<file path="src/rtl/muldiv_alu_sequencer.sv">
// Iterative RV32M multiply/divide sequencer that time-shares the EX-stage adder (ADD/SUB + carry).
// Optional macro MULDIV_FAST_ZERO_EN: zero multiplicand/multiplier or zero divisor finishes in cycle 2.
module muldiv_alu_sequencer #(
  parameter int         XLEN    = 32,
  parameter logic [3:0] ALU_ADD = 4'd0,
  parameter logic [3:0] ALU_SUB = 4'd1
) (
  input  logic            clk,
  input  logic            rst,
  input  logic            start,
  input  logic [2:0]      op,
  input  logic [XLEN-1:0] rs1,
  input  logic [XLEN-1:0] rs2,
  output logic            busy,
  output logic            done,
  output logic [XLEN-1:0] result,
  output logic [XLEN-1:0] alu_a,
  output logic [XLEN-1:0] alu_b,
  output logic [3:0]      alu_sel,
  input  logic [XLEN-1:0] alu_c,
  input  logic            alu_carry
);

  localparam int CW = $clog2(XLEN);
  localparam logic [CW-1:0] CNT_LAST = CW'(XLEN - 1);

  typedef enum logic [2:0] {
    S_IDLE,
    S_SIGN_A,
    S_SIGN_B,
    S_ITER,
    S_FIX_LO,
    S_FIX_HI,
    S_DONE
  } state_t;

  state_t          state_reg;
  logic [2:0]      op_reg;
  logic [XLEN-1:0] a_reg;
  logic [XLEN-1:0] b_reg;
  logic [XLEN-1:0] ma_reg;
  logic [XLEN-1:0] mb_reg;
  logic [XLEN-1:0] hi_reg;
  logic [XLEN-1:0] lo_reg;
  logic [CW-1:0]   cnt_reg;
  logic            lo_zero_reg;
  logic            busy_reg;
  logic            done_reg;
  logic [XLEN-1:0] result_reg;

  assign busy   = busy_reg;
  assign done   = done_reg;
  assign result = result_reg;

  // Operation decode, all from the operands latched at acceptance.
  logic            is_div;
  logic            a_signed_op;
  logic            b_signed_op;
  logic            a_s;
  logic            b_s;
  logic            neg_lo;
  logic            neg_hi;
  logic            sel_lo;
  logic            b_zero;
  logic [XLEN-1:0] div_zero_val;
  logic [XLEN-1:0] shifted;
  logic            ge;
  logic [XLEN-1:0] ma_sel;
  logic [XLEN-1:0] mb_sel;
  logic [XLEN-1:0] hi_fixed;
  logic [XLEN-1:0] final_val;

  assign is_div       = op_reg[2];
  assign a_signed_op  = (op_reg == 3'd1) || (op_reg == 3'd2) || (op_reg == 3'd4) || (op_reg == 3'd6);
  assign b_signed_op  = (op_reg == 3'd1) || (op_reg == 3'd4) || (op_reg == 3'd6);
  assign a_s          = a_signed_op & a_reg[XLEN-1];
  assign b_s          = b_signed_op & b_reg[XLEN-1];
  assign neg_lo       = a_s ^ b_s;
  // Remainder takes the dividend's sign; products negate as a whole 64-bit value.
  assign neg_hi       = is_div ? a_s : (a_s ^ b_s);
  assign sel_lo       = (op_reg == 3'd0) || (op_reg == 3'd4) || (op_reg == 3'd5);
  assign b_zero       = (b_reg == '0);
  assign div_zero_val = sel_lo ? '1 : a_reg;

  // Restoring-division step: hi[MSB] is the bit shifted out of the 33-bit partial remainder.
  assign shifted  = {hi_reg[XLEN-2:0], lo_reg[XLEN-1]};
  assign ge       = hi_reg[XLEN-1] | alu_carry;
  assign ma_sel   = a_s ? alu_c : a_reg;
  assign mb_sel   = b_s ? alu_c : b_reg;
  assign hi_fixed = neg_hi ? alu_c : hi_reg;
  assign final_val = (is_div && b_zero) ? div_zero_val : (sel_lo ? lo_reg : hi_fixed);

`ifdef MULDIV_FAST_ZERO_EN
  logic fast_zero;
  assign fast_zero = is_div ? b_zero : ((a_reg == '0) || b_zero);
`endif

  always_comb begin
    alu_a   = '0;
    alu_b   = '0;
    alu_sel = ALU_ADD;
    case (state_reg)
      S_SIGN_A: begin
        alu_sel = ALU_SUB;
        alu_b   = a_reg;
      end
      S_SIGN_B: begin
        alu_sel = ALU_SUB;
        alu_b   = b_reg;
      end
      S_ITER: begin
        if (is_div) begin
          alu_sel = ALU_SUB;
          alu_a   = shifted;
          alu_b   = mb_reg;
        end else begin
          alu_sel = ALU_ADD;
          alu_a   = hi_reg;
          alu_b   = lo_reg[0] ? ma_reg : '0;
        end
      end
      S_FIX_LO: begin
        if (neg_lo) begin
          alu_sel = ALU_SUB;
          alu_b   = lo_reg;
        end
      end
      S_FIX_HI: begin
        if (neg_hi) begin
          if (is_div) begin
            alu_sel = ALU_SUB;
            alu_b   = hi_reg;
          end else begin
            // Upper word of a 64-bit two's complement: ~hi plus the borrow-free carry from lo.
            alu_sel = ALU_ADD;
            alu_a   = ~hi_reg;
            alu_b   = {{(XLEN-1){1'b0}}, lo_zero_reg};
          end
        end
      end
      default: begin
        alu_a   = '0;
        alu_b   = '0;
        alu_sel = ALU_ADD;
      end
    endcase
  end

  always_ff @(posedge clk or negedge rst) begin
    if (!rst) begin
      state_reg   <= S_IDLE;
      op_reg      <= '0;
      a_reg       <= '0;
      b_reg       <= '0;
      ma_reg      <= '0;
      mb_reg      <= '0;
      hi_reg      <= '0;
      lo_reg      <= '0;
      cnt_reg     <= '0;
      lo_zero_reg <= 1'b0;
      busy_reg    <= 1'b0;
      done_reg    <= 1'b0;
      result_reg  <= '0;
    end else begin
      done_reg <= 1'b0;
      case (state_reg)
        S_IDLE: begin
          if (start) begin
            op_reg    <= op;
            a_reg     <= rs1;
            b_reg     <= rs2;
            busy_reg  <= 1'b1;
            state_reg <= S_SIGN_A;
          end
        end
        S_SIGN_A: begin
          ma_reg    <= ma_sel;
          state_reg <= S_SIGN_B;
`ifdef MULDIV_FAST_ZERO_EN
          if (fast_zero) begin
            result_reg <= is_div ? div_zero_val : '0;
            done_reg   <= 1'b1;
            state_reg  <= S_DONE;
          end
`endif
        end
        S_SIGN_B: begin
          mb_reg    <= mb_sel;
          hi_reg    <= '0;
          lo_reg    <= is_div ? ma_reg : mb_sel;
          cnt_reg   <= '0;
          state_reg <= S_ITER;
        end
        S_ITER: begin
          if (is_div) begin
            hi_reg <= ge ? alu_c : shifted;
            lo_reg <= {lo_reg[XLEN-2:0], ge};
          end else begin
            {hi_reg, lo_reg} <= {alu_carry, alu_c, lo_reg[XLEN-1:1]};
          end
          cnt_reg <= cnt_reg + CW'(1);
          if (cnt_reg == CNT_LAST) begin
            state_reg <= S_FIX_LO;
          end
        end
        S_FIX_LO: begin
          lo_zero_reg <= (lo_reg == '0);
          if (neg_lo) begin
            lo_reg <= alu_c;
          end
          state_reg <= S_FIX_HI;
        end
        S_FIX_HI: begin
          hi_reg     <= hi_fixed;
          result_reg <= final_val;
          done_reg   <= 1'b1;
          state_reg  <= S_DONE;
        end
        S_DONE: begin
          busy_reg  <= 1'b0;
          state_reg <= S_IDLE;
        end
        default: begin
          busy_reg  <= 1'b0;
          state_reg <= S_IDLE;
        end
      endcase
    end
  end

endmodule

</file>
<file path="config.mk">
export PLATFORM = sky130hd
export DESIGN_NAME = muldiv_alu_sequencer
export DESIGN_NICKNAME = d
export VERILOG_FILES = /design/src/rtl/muldiv_alu_sequencer.sv
export SDC_FILE = /design/constraint.sdc
export NUM_CORES = 1
export LEC_CHECK = 0
export CORE_UTILIZATION = 30
export CTS_BUF_LIST = sky130_fd_sc_hd__clkbuf_4 sky130_fd_sc_hd__clkbuf_8
export CTS_CLUSTER_DIAMETER = 200
export DETAILED_ROUTE_END_ITERATION = 16
export REMOVE_ABC_BUFFERS = 1
export SYNTH_ARGS = -nofsm -noshare
export SYNTH_HDL_FRONTEND = slang
export SYNTH_SLANG_ARGS = --single-unit
</file>
<file path="constraint.sdc">
create_clock -name clk -period 6.2 [get_ports clk]
set_input_delay 1.24 -clock clk [delete_from_list [all_inputs] [get_ports clk]]
set_output_delay 1.24 -clock clk [all_outputs]
set_load 0.01 [all_outputs]
</file>
# Word-level counts from Yosys, hierarchy flattened
# Index checks and enable logic that the tools add are counted.
[totals]
input_bits = 103
register_bits = 238
out_inout_bits = 102
word_cells = 90
[classes]
muxes = 35
n_reduce_logical = 21
addsub = 1
bitwise = 6
n_eq_ne = 14
[ops]
columns = ["operator", "count"]
rows = [
  ["32-bit 2-to-1 mux", 19],
  ["32-bit case mux with 3 select lines", 2],
  ["32-bit case mux with 5 select lines", 1],
  ["32-bit zero test", 2],
  ["32-bit case mux with 2 select lines", 1],
  ["32-bit inverter", 1],
  ["3-bit case mux with 6 select lines", 1],
  ["4-bit case mux with 4 select lines", 1],
  ["3-bit equality test (second input constant)", 5],
  ["5-bit case mux with 2 select lines", 1],
  ["3-bit by 2-bit equality test with 1-bit output (second input constant)", 3],
  ["2-bit AND reduction", 4],
  ["1-bit logical OR", 7],
  ["3-bit by 1-bit equality test with 1-bit output (second input constant)", 2],
  ["3-bit zero test", 2],
  ["3-bit 2-to-1 mux", 2],
  ["2-bit != test (second input constant)", 3],
  ["3-bit nonzero test", 2],
  ["5-bit by 1-bit adder with 5-bit output (second input constant)", 1],
  ["5-bit equality test (second input constant)", 1],
  ["1-bit 2-to-1 mux", 5],
  ["5-bit OR reduction", 1],
  ["4-bit 2-to-1 mux", 1],
  ["1-bit bitwise AND", 2],
  ["7 further kinds", 7],
]

# Logic depth before layout (Yosys ltp)
[depth]
word_depth = 10
mapped_depth = 9
depth_no_buf = 7

# Worst setup path before layout
# Ideal clock, no wire load.
[synth_path]
path_type = "flip-flop to output port"
startpoint = "register op_reg[0]"
endpoint = "output port alu_a[21]"
stages_incl_launch_ff = 7
arrival_time_ps = 1934
path_slack_ps = 3026
path_buffers = 1
required_ps = 4960
path_cell_list = "dfrtp_1 -> nor3b_2 -> o21ai_1 -> mux2i_1 -> nand3_1 -> clkbuf_1 -> o22ai_1"
[synth_via]
elab_chain_cells = 9
word_cells_on_any_way = 15
cone_classes = "4 x eq/ne; 3 x mux; 3 x bitwise; 5 x reduce/logical"
[synth_rtl]
columns = ["element", "line", "rtl"]
rows = [
  ["from (decl)", "38", "logic [2:0] op_reg;"],
  ["from (signal assigned)", "169", "op_reg <= op;"],
  ["3-bit by 1-bit equality test with 1-bit output or 3-bit by 2-bit equality test with 1-bit output (tied branches)", "74, 75", ""],
  ["1-bit logical OR (3 in a row)", "74", "assign a_signed_op = (op_reg == 3'd1) || (op_reg == 3'd2) || (op_reg == 3'd4) || (op_reg == 3'd6);"],
  ["1-bit bitwise AND", "76", "assign a_s = a_signed_op & a_reg[XLEN-1];"],
  ["1-bit XOR", "80", "assign neg_hi = is_div ? a_s : (a_s ^ b_s);"],
  ["1-bit 2-to-1 mux *", "80", ""],
  ["32-bit 2-to-1 mux *", "129", "if (neg_hi) begin"],
  ["32-bit case mux with 2 select lines *", "102", "case (state_reg)"],
  ["to (decl)", "17", "output logic [XLEN-1:0] alu_a,"],
]
# Mark *: on every way between the ends. The rest lies on a longest branch, timed or not.

# Worst setup path in the final report
[layout_path]
startpoint = "register op_reg[2]"
endpoint = "output port alu_a[16]"
[layout_via]
elab_chain_cells = 9
word_cells_on_any_way = 17
cone_classes = "4 x eq/ne; 5 x mux; 3 x bitwise; 5 x reduce/logical"
[layout_rtl]
columns = ["element", "line"]
rows = [
  ["3-bit by 1-bit equality test with 1-bit output or 3-bit by 2-bit equality test with 1-bit output (tied branches)", "74, 75"],
  ["1-bit logical OR (3 in a row)", "74"],
  ["1-bit bitwise AND", "76"],
  ["1-bit XOR", "80"],
  ["1-bit 2-to-1 mux", "80"],
  ["32-bit 2-to-1 mux", "129"],
  ["32-bit case mux with 2 select lines *", "102"],
]
# Marked as above.

==> impl_metrics.toml <==
[place]
port_buffers = 201
pre_cts_ws_ps = 1420
placed_area_um2 = 16400
hpwl_mm = 36.7
gp_congestion = 0.852

[yosys]
yosys.area.top_type = "dfrtp_1"
synth_fa_ha_area_frac = 0.00181
synth_top_area_share = 0.430
yosys.cell_count.top_type = "dfrtp_1"
synth-seq-cells = 238
synthXorXnorAreaFrac = 0.000633
synth.distinct_cells = 51
synth_cells = 1483
synth_compound_area_frac = 0.199
synth_area_um2 = 13800
synth_simple_gate_area_frac = 0.148
synth_top_family_by_area = "compound AO/OA/AOI/OAI gates"
synth_edf_count = 0
yosys_warnings = 0
yosys-top-cells-count = "dfrtp_1 (238), nand3_1 (160), nand2_1 (142)"
async_flop_share = 1.00
synth.top_cells.by_area = "dfrtp_1 (43%), mux2_2 (8.1%), mux2i_1 (7.0%), nand3_1 (5.8%), a222oi_1 (4.6%)"
synth-seq-area-share = 0.430
synth-main-ff-cell = "dfrtp_1"
avgSynthCellArea_um2 = 9.33
muxShareOfSynthArea = 0.175

[worst_hold_path]
hp-start = "cnt_reg[4]$_DFFE_PN0P_"
hold_path.class = "register to register"
holdPathEnd = "cnt_reg[4]$_DFFE_PN0P_"
hold_path_depth = 2

[critical_path]
r2r.worst_path.cells = 7
r2r-end = "result[10]$_DFFE_PN0P_"
start_kind = "register"
rrSetupSlack_ps = 1980
crit_slowest_cell = "dfrtp_4"
worst-path-buf-inv = 2
worstPathCellList = "nor2b_1, o21ai_4, mux2i_4, nand3_1, buf_4, o22ai_1, clkdlybuf4s50_1"
r2r-start = "op_reg[2]$_DFFE_PN0P_"
critPathKind = "register to primary output"
path_max_fanout = 63
required_ps = 4960
endpoint_kind = "primary output"
critPathTopFamily = "flip-flops"
cp_data_arrival_time_ps = 4250
slowest_delay_ps = 970

[power_and_ir_drop]
p_per_area_nw_per_um2 = 574
ir_drop_v = 0.000285
leakagePower_nw = 7.22

[clock_tree]
cts_buffers = 46
post_cts_buffers = 0
clk_pin_slew_ps = 60
clockBufferDepth = 3
cts_tree = "yes"
cts_sinks = 238
cts_hold_buf = 0
clock_latency_ps = 600
cts_resized = 0
clockRootBuffer = "clkbuf_8"
htreeDepth = 2

[route]
via_per_inst = 5.96
drt-total-wl_mm = 57.8
vias = 13490
wl_per_cell_um = 25.6
drt_pre_antenna_iters = 9
drtIter0Drc = 1817
antenna_left = 0
dr_wl_met2_mm = 26.5
highest_layer = "met5"
wl_met1_mm = 23.9
drc_errors = 0
dr_wl_met3_mm = 5.99

[floorplan]
die_h_um = 217
coreArea_um2 = 45500
ios = 205
rows = 78
start_util = 0.304
die_w_um = 217
die_area_um2 = 47000

[timing]
period_needed_ps = 5490
rsz0062_at_grt = "no"
hold_violations = 0
worst_pin_slew_ps = 1190
drv_slew = 0
relSlewSlack = 0.210
hold_slack_ps = 483
period_share = 0.885
finalSetupViolations = 0
clock_skew_ps = 24.4
finalWorstSetupSlack_ps = 714
fmax_mhz = 182

[flow_run]
maxCapViolations = 0

[layout]
design_area_um2 = 17400
syn_to_final_growth_pct = 25.7
nets = 1734
fin_util = 0.382
drive_gt1_frac = 0.165
n_antenna_cell = 0

[global_routing]
grt_pass1_vias = 13404
grt_usage = 0.242
grt_pass1_wl_mm = 86.8
grt_max_degree = 129
antenna_found_initial = 2
grt_overflow_total = 0

[run_status]
status = "finished, final reports clean"
==> cell usage in the layout, fill, tap and decap left out, drive strengths merged, types with 3 or more instances in the layout <==
| cell | count |
|---|---|
| a21oi | 98 |
| a222oi | 63 |
| a22oi | 31 |
| a31o | 32 |
| and3 | 3 |
| buf | 39 |
| clkbuf | 77 |
| clkdlybuf4s50 | 200 |
| conb | 3 |
| dfrtp | 238 |
| inv | 8 |
| mux2 | 129 |
| mux2i | 97 |
| nand2 | 142 |
| nand2b | 6 |
| nand3 | 160 |
| nand4 | 3 |
| nor2 | 107 |
| nor2b | 3 |
| nor3 | 8 |
| nor4 | 15 |
| o211ai | 32 |
| o21ai | 72 |
| o22ai | 65 |
==> kinds of logic (layout without fill, tap and decap cells) <==
family,after synthesis,after routing
muxes,226,226
buffers and inverters,150,328
AOI/OAI and AO/OA,407,407
DFF,238,238
and+or+nand+nor,458,458
xor gates and xnor gates,1,1
other,1,3
adders and majority gates,2,2
==> cell type report <==
cell class / count / area [µm²]
sequential: 238 / 5960
fill: 4575 / 28100
tap: 600 / 751
clock buffer: 77 / 941
timing repair buffer: 239 / 2310
inverter: 7 / 26.3
clock inverter: 5 / 33.8
multi-input combinational: 1097 / 7360
==> tightest hold or removal path, stage by stage, from the launching register on <==
cell	delay, ps
dfrtp_1	350
nand2_1	50
nand2_1	50
==> stage by stage <==
stage	setup TNS [ps]	instances	total power, mW
after floorplan	-244040	1342	5.96
after global placement	0	2181	8.15
after detailed placement	0	2181	8.24
after CTS	0	2263	9.96
after global routing	0	2263	10.6
final	0	2263	9.98
==> worst max-delay path by stage <==
stage,slack [ps],to,cells after the start,start
2_1_floorplan,-3310,alu_a[0],5,op_reg[2]$_DFFE_PN0P_
3_3_place_gp,1500,alu_a[16],7,op_reg[2]$_DFFE_PN0P_
3_5_place_dp,1420,alu_a[16],7,op_reg[2]$_DFFE_PN0P_
4_1_cts,780,alu_a[16],7,op_reg[2]$_DFFE_PN0P_
5_1_grt,630,alu_a[16],7,op_reg[2]$_DFFE_PN0P_
6_report,710,alu_a[16],7,op_reg[2]$_DFFE_PN0P_
==> layer usage <==
metal | up-vias | GRT usage
met5 | - | 0
met4 | 2 | 0.0690
met3 | 140 | 0.0597
met2 | 816 | 0.385
met1 | 6631 | 0.325
li1 | 5901 | -
==> report_power, final <==
group          internal, mW  switching [mW]
Clock                 0.952           0.733
Sequential             2.22            1.10
Combinational          2.37            2.62
Note: power is estimated with default switching activity, not from simulation.
